`src/rtl/sal_ref_ctrl.sv`:
```
// Refresh request generator for the SAL DDR2 controller: counts tREFI intervals,
// accumulates owed refreshes (up to MAX_PEND), and runs the request/grant/tRFC sequence.
module sal_ref_ctrl #(
   parameter int TREFI_W   = 16,
   parameter int TRFC_W    = 8,
   parameter int MAX_PEND  = 8,
   parameter int URGENT_TH = 6,
   localparam int PEND_W   = $clog2(MAX_PEND + 1)
) (
   input  logic              clk,
   input  logic              rst_n,
   input  logic              ref_en_i,
   input  logic [TREFI_W-1:0] trefi_i,
   input  logic [TRFC_W-1:0] trfc_i,
   output logic              ref_req_o,
   input  logic              ref_gnt_i,
   output logic              ref_busy_o,
   output logic              ref_urgent_o,
   output logic [PEND_W-1:0] pend_cnt_o,
   output logic              ref_ovf_o,
   input  logic              ovf_clr_i
);

   typedef enum logic [1:0] {
      S_IDLE,
      S_REQ,
      S_RFC
   } state_e;

   localparam logic [PEND_W-1:0]  PEND_MAX = PEND_W'(MAX_PEND);
   localparam logic [PEND_W-1:0]  PEND_ONE = PEND_W'(1);
   localparam logic [PEND_W-1:0]  URG_TH   = PEND_W'(URGENT_TH);
   localparam logic [TREFI_W:0]   INT_ONE  = (TREFI_W + 1)'(1);
   localparam logic [TRFC_W-1:0]  RFC_ONE  = TRFC_W'(1);

   state_e              state_q, state_d;
   logic [TREFI_W-1:0]  int_cnt_q, int_cnt_d;
   logic [TRFC_W-1:0]   busy_cnt_q, busy_cnt_d;
   logic [PEND_W-1:0]   pend_q, pend_d;
   logic                ovf_q, ovf_d;
   logic                req_q, busy_q, urgent_q;

   logic [TREFI_W:0]    int_cnt_inc;
   logic [TRFC_W-1:0]   trfc_load;
   logic                tick;
   logic                gnt_acc;

   // Widened compare so a trefi_i reduced below the running count ticks at once.
   assign int_cnt_inc = {1'b0, int_cnt_q} + INT_ONE;
   assign tick        = ref_en_i && (int_cnt_inc >= {1'b0, trefi_i});
   assign gnt_acc     = (state_q == S_REQ) && ref_gnt_i;
   assign trfc_load   = (trfc_i == '0) ? RFC_ONE : trfc_i;

   // NOTE: every combinational output gets a default first so no path leaves it unassigned (no latch).
   always_comb begin
      int_cnt_d = '0;
      if (ref_en_i && !tick) begin
         int_cnt_d = int_cnt_inc[TREFI_W-1:0];
      end
   end

   always_comb begin
      pend_d = pend_q;
      ovf_d  = ovf_q;
      if (ovf_clr_i) begin
         ovf_d = 1'b0;
      end
      if (tick && !gnt_acc) begin
         if (pend_q == PEND_MAX) begin
            ovf_d = 1'b1;
         end else begin
            pend_d = pend_q + PEND_ONE;
         end
      end else if (gnt_acc && !tick && (pend_q != '0)) begin
         pend_d = pend_q - PEND_ONE;
      end
   end

   always_comb begin
      state_d    = state_q;
      busy_cnt_d = busy_cnt_q;
      unique case (state_q)
         S_IDLE: begin
            if (pend_d != '0) begin
               state_d = S_REQ;
            end
         end
         S_REQ: begin
            if (ref_gnt_i) begin
               state_d    = S_RFC;
               busy_cnt_d = trfc_load;
            end
         end
         S_RFC: begin
            if (busy_cnt_q <= RFC_ONE) begin
               busy_cnt_d = '0;
               state_d    = (pend_d != '0) ? S_REQ : S_IDLE;
            end else begin
               busy_cnt_d = busy_cnt_q - RFC_ONE;
            end
         end
         default: begin
            state_d    = S_IDLE;
            busy_cnt_d = '0;
         end
      endcase
   end

   // NOTE: sequential state uses non-blocking assignments so all flops update from pre-edge values.
   always_ff @(posedge clk or negedge rst_n) begin
      if (!rst_n) begin
         state_q    <= S_IDLE;
         int_cnt_q  <= '0;
         busy_cnt_q <= '0;
         pend_q     <= '0;
         ovf_q      <= 1'b0;
         req_q      <= 1'b0;
         busy_q     <= 1'b0;
         urgent_q   <= 1'b0;
      end else begin
         state_q    <= state_d;
         int_cnt_q  <= int_cnt_d;
         busy_cnt_q <= busy_cnt_d;
         pend_q     <= pend_d;
         ovf_q      <= ovf_d;
         req_q      <= (state_d == S_REQ);
         busy_q     <= (state_d == S_RFC);
         urgent_q   <= (pend_d >= URG_TH);
      end
   end

   assign ref_req_o    = req_q;
   assign ref_busy_o   = busy_q;
   assign ref_urgent_o = urgent_q;
   assign pend_cnt_o   = pend_q;
   assign ref_ovf_o    = ovf_q;

endmodule
```
`config.mk`:
```
export PLATFORM = sky130hd
export DESIGN_NAME = sal_ref_ctrl
export DESIGN_NICKNAME = d
export VERILOG_FILES = /design/src/rtl/sal_ref_ctrl.sv
export SDC_FILE = /design/constraint.sdc
export NUM_CORES = 1
export LEC_CHECK = 0
export BUFFER_PORTS_ARGS = -buffer_cell sky130_fd_sc_hd__clkbuf_2
export CORE_MARGIN = 2
export CORE_UTILIZATION = 58
export CTS_BUF_LIST = sky130_fd_sc_hd__clkbuf_16
export CTS_CLUSTER_SIZE = 8
export DETAILED_ROUTE_END_ITERATION = 10
export PLACE_DENSITY = 0.84
export SLEW_MARGIN = 40
export SYNTH_ARGS = -nofsm -noshare
export SYNTH_HDL_FRONTEND = slang
export SYNTH_SLANG_ARGS = --single-unit
export TNS_END_PERCENT = 1
```
`constraint.sdc`:
```
create_clock -name clk -period 4.6 [get_ports clk]
set_input_delay 0.92 -clock clk [delete_from_list [all_inputs] [get_ports clk]]
set_output_delay 0.92 -clock clk [all_outputs]
set_load 0.01 [all_outputs]
```
==> results of run 1 <==
power groups by stage:
stage	logic [mW]	clock network, mW	registers (mW)
after floorplan	0.512	0	0.439
after global placement	0.646	0	0.444
after detailed placement	0.669	0	0.444
after CTS	0.676	0.308	0.443
after global routing	0.764	0.321	0.455
final	0.677	0.302	0.445
flip-flops by register name, summed over array words and instances, names as in the netlist:
name / cells
int_cnt_q: 16
ref_ovf_o: 1
ref_busy_o: 1
ref_req_o: 1
ref_urgent_o: 1
state_q: 2
pend_cnt_o: 4
busy_cnt_q: 8
synthesized netlist by cell type (2+ instances only):
library cell,n,area [sq um]
clkbuf_1,4,15.0
xor2_1,9,78.8
nor2_1,18,67.6
a32oi_1,3,26.3
dfrtp_1,34,851
nand3_1,5,25.0
o21ai_0,13,65.1
a21o_1,5,37.5
o21a_1,5,37.5
buf_6,2,22.5
nand4_1,6,37.5
nor2b_1,6,37.5
nor3_1,6,30.0
nand2b_1,2,12.5
and4_4,2,22.5
nor4_1,5,31.3
a21oi_1,15,75.1
nand2_1,26,97.6
and2_1,2,12.5
inv_1,33,124
a41oi_1,2,17.5
a22oi_1,6,45.0
and3_1,14,87.6
ha_1,25,313
xnor2_1,10,87.6
final cells by class:
class | instances | area, sq um | area share [%]
Clock inverter | 1 | 3.75 | 0.129
Tap cell | 52 | 65.1 | 2.24
Multi-Input combinational cell | 213 | 1520 | 52.3
Clock buffer | 5 | 125 | 4.31
Timing Repair Buffer | 38 | 215 | 7.42
Inverter | 33 | 124 | 4.27
Sequential cell | 34 | 851 | 29.3
kinds of logic (layout without fill, tap and decap cells):
| logic type | after synthesis | count (layout) | share of synthesized area, % |
|---|---|---|---|
| xor gates and xnor gates | 19 | 19 | 6.58 |
| AOI/OAI and AO/OA | 66 | 66 | 18.7 |
| DFF | 34 | 34 | 33.6 |
| buffers and inverters | 39 | 77 | 6.38 |
| adders and majority gates | 25 | 25 | 12.4 |
| and+or+nand+nor | 103 | 103 | 22.4 |
worst paths after layout:
kind                       depth (start not counted)  slack, ps                   start                 endpoint
min reg2reg                                        1        520  int_cnt_q[0]$_DFF_PN0_   int_cnt_q[0]$_DFF_PN0_
max                                               17        660  int_cnt_q[2]$_DFF_PN0_     state_q[1]$_DFF_PN0_
min                                                1        520  int_cnt_q[0]$_DFF_PN0_   int_cnt_q[0]$_DFF_PN0_
min in group asynchronous                          1        600                   rst_n      ref_ovf_o$_DFF_PN0_
max in group asynchronous                          2       3540                   rst_n  int_cnt_q[11]$_DFF_PN0_
max reg2reg                                       17        660  int_cnt_q[2]$_DFF_PN0_     state_q[1]$_DFF_PN0_
layer usage:
metal	track usage, %	part of all wire (%)
met3	3.75	3.5
met5	0	0
met1	32.6	46
met4	7.05	1.4
met2	42.8	49
stage by stage:
| step | instances | cell area, sq um | power [mW] | worst slack [ps] |
|---|---|---|---|---|
| after floorplan | 286 | 2530 | 0.951 | 1100 |
| final | 376 | 2900 | 1.42 | 660 |
| after detailed placement | 370 | 2770 | 1.11 | 711 |
| after global routing | 376 | 2900 | 1.54 | 398 |
| after CTS | 376 | 2900 | 1.43 | 679 |
| after global placement | 369 | 2750 | 1.09 | 816 |
==> results.md, run 1 <==
- Crit-path cells: and4_4 > nand2_1 > nor2_1 > and2_1 > and3_1 > xor2_1 > ha_1 > nand3_2 > or4_4 > o221ai_2 > a221oi_2 > buf_4 > nand2b_2 > a311o_1 > a211oi_4 > and4_4 > o21ba_1
- Reg clk slew, reported paths: 50 ps
- Reg power frac: a little under a third
- Slowest cell on crit path: or4_4
- Seq/Total Area, Yosys: 33.6%
- RSZ-0062 raised after global routing: false
- Worst slew margin relative to its limit: 50.6%
- Via count: 2176
- Clock Power Share: 21.2%
- Synthesized area: 2530 sq um
- Die height: 70.0 um
- Slew Viols, Final: 0
- Gr usage total: about a quarter
- H-tree levels: 2
- Die area: 4910 sq um
- Max stage delay on crit path: 530 ps
- Least-Margin Pin Slew: 740 ps
- CP Data Arrival Time: ~4200 ps
- CP max FO: 23
- Routed wire per std cell: 14.6 um
- GPL Wtd Cong: around 0.88
- Cell leakage power: between 1.5 and 2 nW
- Inserted Diodes: 0
- Internal power: 0.837 mW
- Critical path buffers and inverters: 1
- Largest net degree at the start of global routing: 24
- Final net count: 379
- Combinational Power Share: 47.5%
- Core box area: 4260 sq um
- Setup-failing EPs final: 0
- Number of DRC markers in iteration 0: 123
- Hold Path Class: register to register
- Clk buf depth: 2
- Sw frac: slightly above 40%
- Max-cap violation count: 0
- Most frequent cells in the layout: clkbuf_2 (36), dfrtp_1 (34), inv_1 (33)
- Startpoint types: register
- Ys async rst share: 100%
- Layout cells sized above 1: 17.3%
- IO buf count: 36
- IO Count: 37
- Min cycle time layout: roughly 4000 ps
- Switching Power: 0.588 mW
- Flops & latches, synth: 34
- Pwr Density: 491 nW/um^2
- Final Hold Vio Count: 0
- Final Util: 68.0%
- Maximum clock frequency: 254 MHz
- Global-route wire length before repair: approximately 9800 um
- DRT Wirelength: 5500 um
- Post-CTS Setup Inserts: 0
- Area Overhead vs Synth: 14.7%
- GRT Residual Overflow: 0
- WHS: between 500 and 600 ps
- Drt drc: 0
- CP delay by family, top: simple AND/OR/NAND/NOR gates
- YS warnings: 0
- Number of global-route vias before repair: 2214
- Status: complete, no violations
- Syn Inst Count: 286
- Syn Nets: 340
- Peak supply drop: 0.415 mV
- Ys flop type: dfrtp_1
- # fillers: approximately 340
- Most common cell after layout, fill and taps aside: clkbuf_2
- Avg Cell Area, Syn: roughly 9 sq um
- Skew final: 5.67 ps
- CTS tree: yes
- Rows: 24
- TritonCTS sink count: 34
- Dpl hpwl: 4270 um
- Antenna Nets Post-Route: 0
- CTS resizes: 0
- Crit. End Element: register
- Setup TNS: 0 ps
- Die X: 70.0 um
- Post-synth EDFFs: 0
- Synth cell types: 53
- Initial core utilization: 59.3%
- CTS Buf Count: 5
- Clock insertion delay at the later pin of the skew report: 280 ps
- Post-cts hold buffer count: 0
- Critical path class: register to register
- Most used cell, CP: and4_4
- WP data required: 4820 ps
- Final period util: 85.6%
- Root Buffer: clkbuf_16
- Initial antenna violation count: 0
- Via density: approximately 5.8
- Drt first pass iters: 4
No activity file was read; power rests on OpenSTA's default activity.
==> inputs of run 2 (changes only) <==
--- a/config.mk
+++ b/config.mk
@@ -5,8 +5,8 @@
 export SDC_FILE = /design/constraint.sdc
 export NUM_CORES = 1
 export LEC_CHECK = 0
+export ABC_AREA = 1
 export BUFFER_PORTS_ARGS = -buffer_cell sky130_fd_sc_hd__clkbuf_2
-export CORE_MARGIN = 2
 export CORE_UTILIZATION = 58
 export CTS_BUF_LIST = sky130_fd_sc_hd__clkbuf_16
 export CTS_CLUSTER_SIZE = 8
==> run 2 against run 1 <==
Net effect:
- clock skew decreased by 1.0 ps
- combinational power decreased by 1%
- sequential power decreased by 2%
- register-to-register slack improved by 410 ps
- die area decreased by 4.0%
- highest routed layer unchanged
- largest cell class unchanged
- cell count increased by 17%
==> results.md, run 2 <==
- Status: complete, no violations
- Synth cell count leaders: inv_1 (77), nand2_1 (63), nor2_1 (40)
- Critical path endpoint: state_q[0]$_DFF_PN0_
- Setup TNS: 0 ps
- IO buf count: 36
- Reg power frac: 31.0%
- Syn Nets: 404
- TritonCTS sink count: 34
- Worst setup startpoint: int_cnt_q[0]$_DFF_PN0_
- Cell leakage power: 1.71 nW
- Peak supply drop: 0.415 mV
- Post-cts hold buffer count: 0
- Syn Inst Count: 350
- Combinational Power Share: 47.3%
- CTS tree: yes
- Setup slack after layout: 1070 ps
- Post-CTS Setup Inserts: 0
- Die height: 68.6 um
- Reg2reg path depth: 30
- Maximum clock frequency: roughly 280 MHz
- H-tree levels: 2
- Biggest register: int_cnt_q
- Switching Power: 0.607 mW
- Area contributors post-synth: dfrtp_1 (33%), ha_1 (12%), inv_1 (11%), nand2_1 (9.2%), nor2_1 (5.8%)
- Slowest cell on crit path: dfrtp_1
- Critical path buffers and inverters: 4
- Most frequent cells in the layout: inv_1 (77), nand2_1 (63), nor2_1 (40)
- CTS Buf Count: 5
- Startpoint types: register
- RSZ-0062 raised after global routing: false
- Max FFs per register: 16
- Via density: 5.22
- Die area: between 4000 and 5000 sq um
- Setup-failing EPs final: 0
- Skew final: 4.65 ps
- Drt first pass iters: 4
- Crit. End Element: register
- Inserted Diodes: 0
- Most used cell, CP: nand2_1
- Worst R2R Setup Slack: 1070 ps
- Final instance area: 2940 sq um
- Ys async rst share: 100%
- # fillers: 337
- Max stage delay on crit path: approximately 390 ps
- Layout cells sized above 1: 17.2%
- Sw frac: 42.9%
- Area after DPL: 2810 sq um
- Number of global-route vias before repair: 2143
- Initial core utilization: between 60 and 70%
- Internal power: between 0.8 and 0.9 mW
- Initial antenna violation count: 0
- Min cycle time layout: 3530 ps
- Synth top area share: 33.0%
- Worst slack at placement: 1130 ps
- Hold Path Class: register to register
- Reg clk slew, reported paths: 50 ps
- Worst slew margin relative to its limit: 58.0%
- Clk buf depth: 2
- Synth cell types: 33
- CTS resizes: 0
- GRT Residual Overflow: 0
- Drt drc: 0
- Core box area: 4140 sq um
- Final net count: 444
- Number of DRC markers in iteration 0: 92
- YS warnings: 0
- IO Count: 37
- CP max FO: 6
- Largest net degree at the start of global routing: 35
- Seq/Total Area, Yosys: about a third
- Clock Power Share: 21.7%
- Post-synth EDFFs: 0
- Rows: 23
- Final period util: 76.7%
- Dpl hpwl: approximately 4000 um
- Routed wire per std cell: 11.5 um
- Total Power: 1.41 mW
- GPL Wtd Cong: 0.914
- Avg Cell Area, Syn: about 7.4 sq um
- Least-Margin Pin Slew: ~630 ps
- Antenna Nets Post-Route: 0
- Root Buffer: clkbuf_16
- Worst reg2reg path endpoint: state_q[0]$_DFF_PN0_
- Die X: 68.6 um
- CP delay by family, top: simple AND/OR/NAND/NOR gates
- Via count: approximately 2300
- Area Overhead vs Synth: 14.1%
- DRT Wirelength: 5050 um
- Ys flop type: dfrtp_1
- Clock insertion delay at the later pin of the skew report: between 200 and 300 ps
- Gr usage total: 24.8%
- Pwr Density: 481 nW/um^2
- WP data required: 4770 ps
- Most common cell after layout, fill and taps aside: inv_1
- Global-route wire length before repair: 8560 um
- Critical path class: register to register
- Most common cell in the netlist: inv_1
- Cell taking the most area after synthesis: dfrtp_1
- Flops & latches, synth: 34
- CP Data Arrival Time: approximately 3700 ps
- Slew Viols, Final: 0
- Max-cap violation count: 0
- Critical Path Stages: 30
- Synthesized area: 2580 sq um
- Final Hold Vio Count: 0
- Crit Reg-Reg Startpoint: int_cnt_q[0]$_DFF_PN0_
run 2: worst min path at each step:
stage                     depth (start not counted)                   start                      to
final                                             1  int_cnt_q[0]$_DFF_PN0_  int_cnt_q[0]$_DFF_PN0_
after detailed placement                          1  int_cnt_q[0]$_DFF_PN0_  int_cnt_q[0]$_DFF_PN0_
after global placement                            1  int_cnt_q[0]$_DFF_PN0_  int_cnt_q[0]$_DFF_PN0_
after global routing                              1  int_cnt_q[0]$_DFF_PN0_  int_cnt_q[0]$_DFF_PN0_
after floorplan                                   1  int_cnt_q[0]$_DFF_PN0_  int_cnt_q[0]$_DFF_PN0_
after CTS                                         1  int_cnt_q[0]$_DFF_PN0_  int_cnt_q[0]$_DFF_PN0_
run 2: area by class of cell:
cell class / count / area, sq um / share of cell area (%)
inverters: 79 / 297 / 10.1
repair buffers: 36 / 183 / 6.22
flip-flops and latches: 34 / 851 / 28.9
multi-input cells: 234 / 1420 / 48.2
well taps: 50 / 62.6 / 2.13
clock buffers: 5 / 125 / 4.26
clock inverters: 1 / 3.75 / 0.128
run 2: layer usage:
layer	global-route usage (%)	part of all wire, %	vias to the layer above
li1	-	-	1169
met1	26.5	41	1043
met2	45.0	51	65
met3	7.40	5.0	13
met4	10.4	2.1	0
met5	0	0	-
run 2: worst reg2reg max path: cells and delay by family (launching register included):
family	cells	cell delay, ps
xor gates and xnor gates	1	270
and+or+nand+nor	23	2190
adders and majority gates	1	270
DFF	1	390
buffers and inverters	4	230
AOI/OAI and AO/OA	1	80
run 2: metrics by stage:
step	hold slack [ps]	std cells	utilization, %
2_1_floorplan	451	350	-
3_3_place_gp	466	433	67.8
3_5_place_dp	484	433	67.8
4_1_cts	493	439	70.9
5_1_grt	519	439	70.9
6_report	499	439	70.9
run 2: kinds of logic after synthesis:
kind of cell / share of synthesized area (%)
AND/OR/NAND/NOR: 29.4
buffers and inverters: 11.9
flip-flops: 33.0
AO/OA/AOI/OAI: 7.72
adder cells (fa/ha/maj): 12.1
XOR/XNOR: 5.78
run 2: power groups by stage:
| stage | logic, mW | registers (mW) | clock network [mW] |
|---|---|---|---|
| 2_1_floorplan | 0.493 | 0.443 | 0 |
| 3_3_place_gp | 0.633 | 0.440 | 0 |
| 3_5_place_dp | 0.658 | 0.440 | 0 |
| 4_1_cts | 0.664 | 0.437 | 0.311 |
| 5_1_grt | 0.760 | 0.446 | 0.324 |
| 6_report | 0.669 | 0.438 | 0.306 |
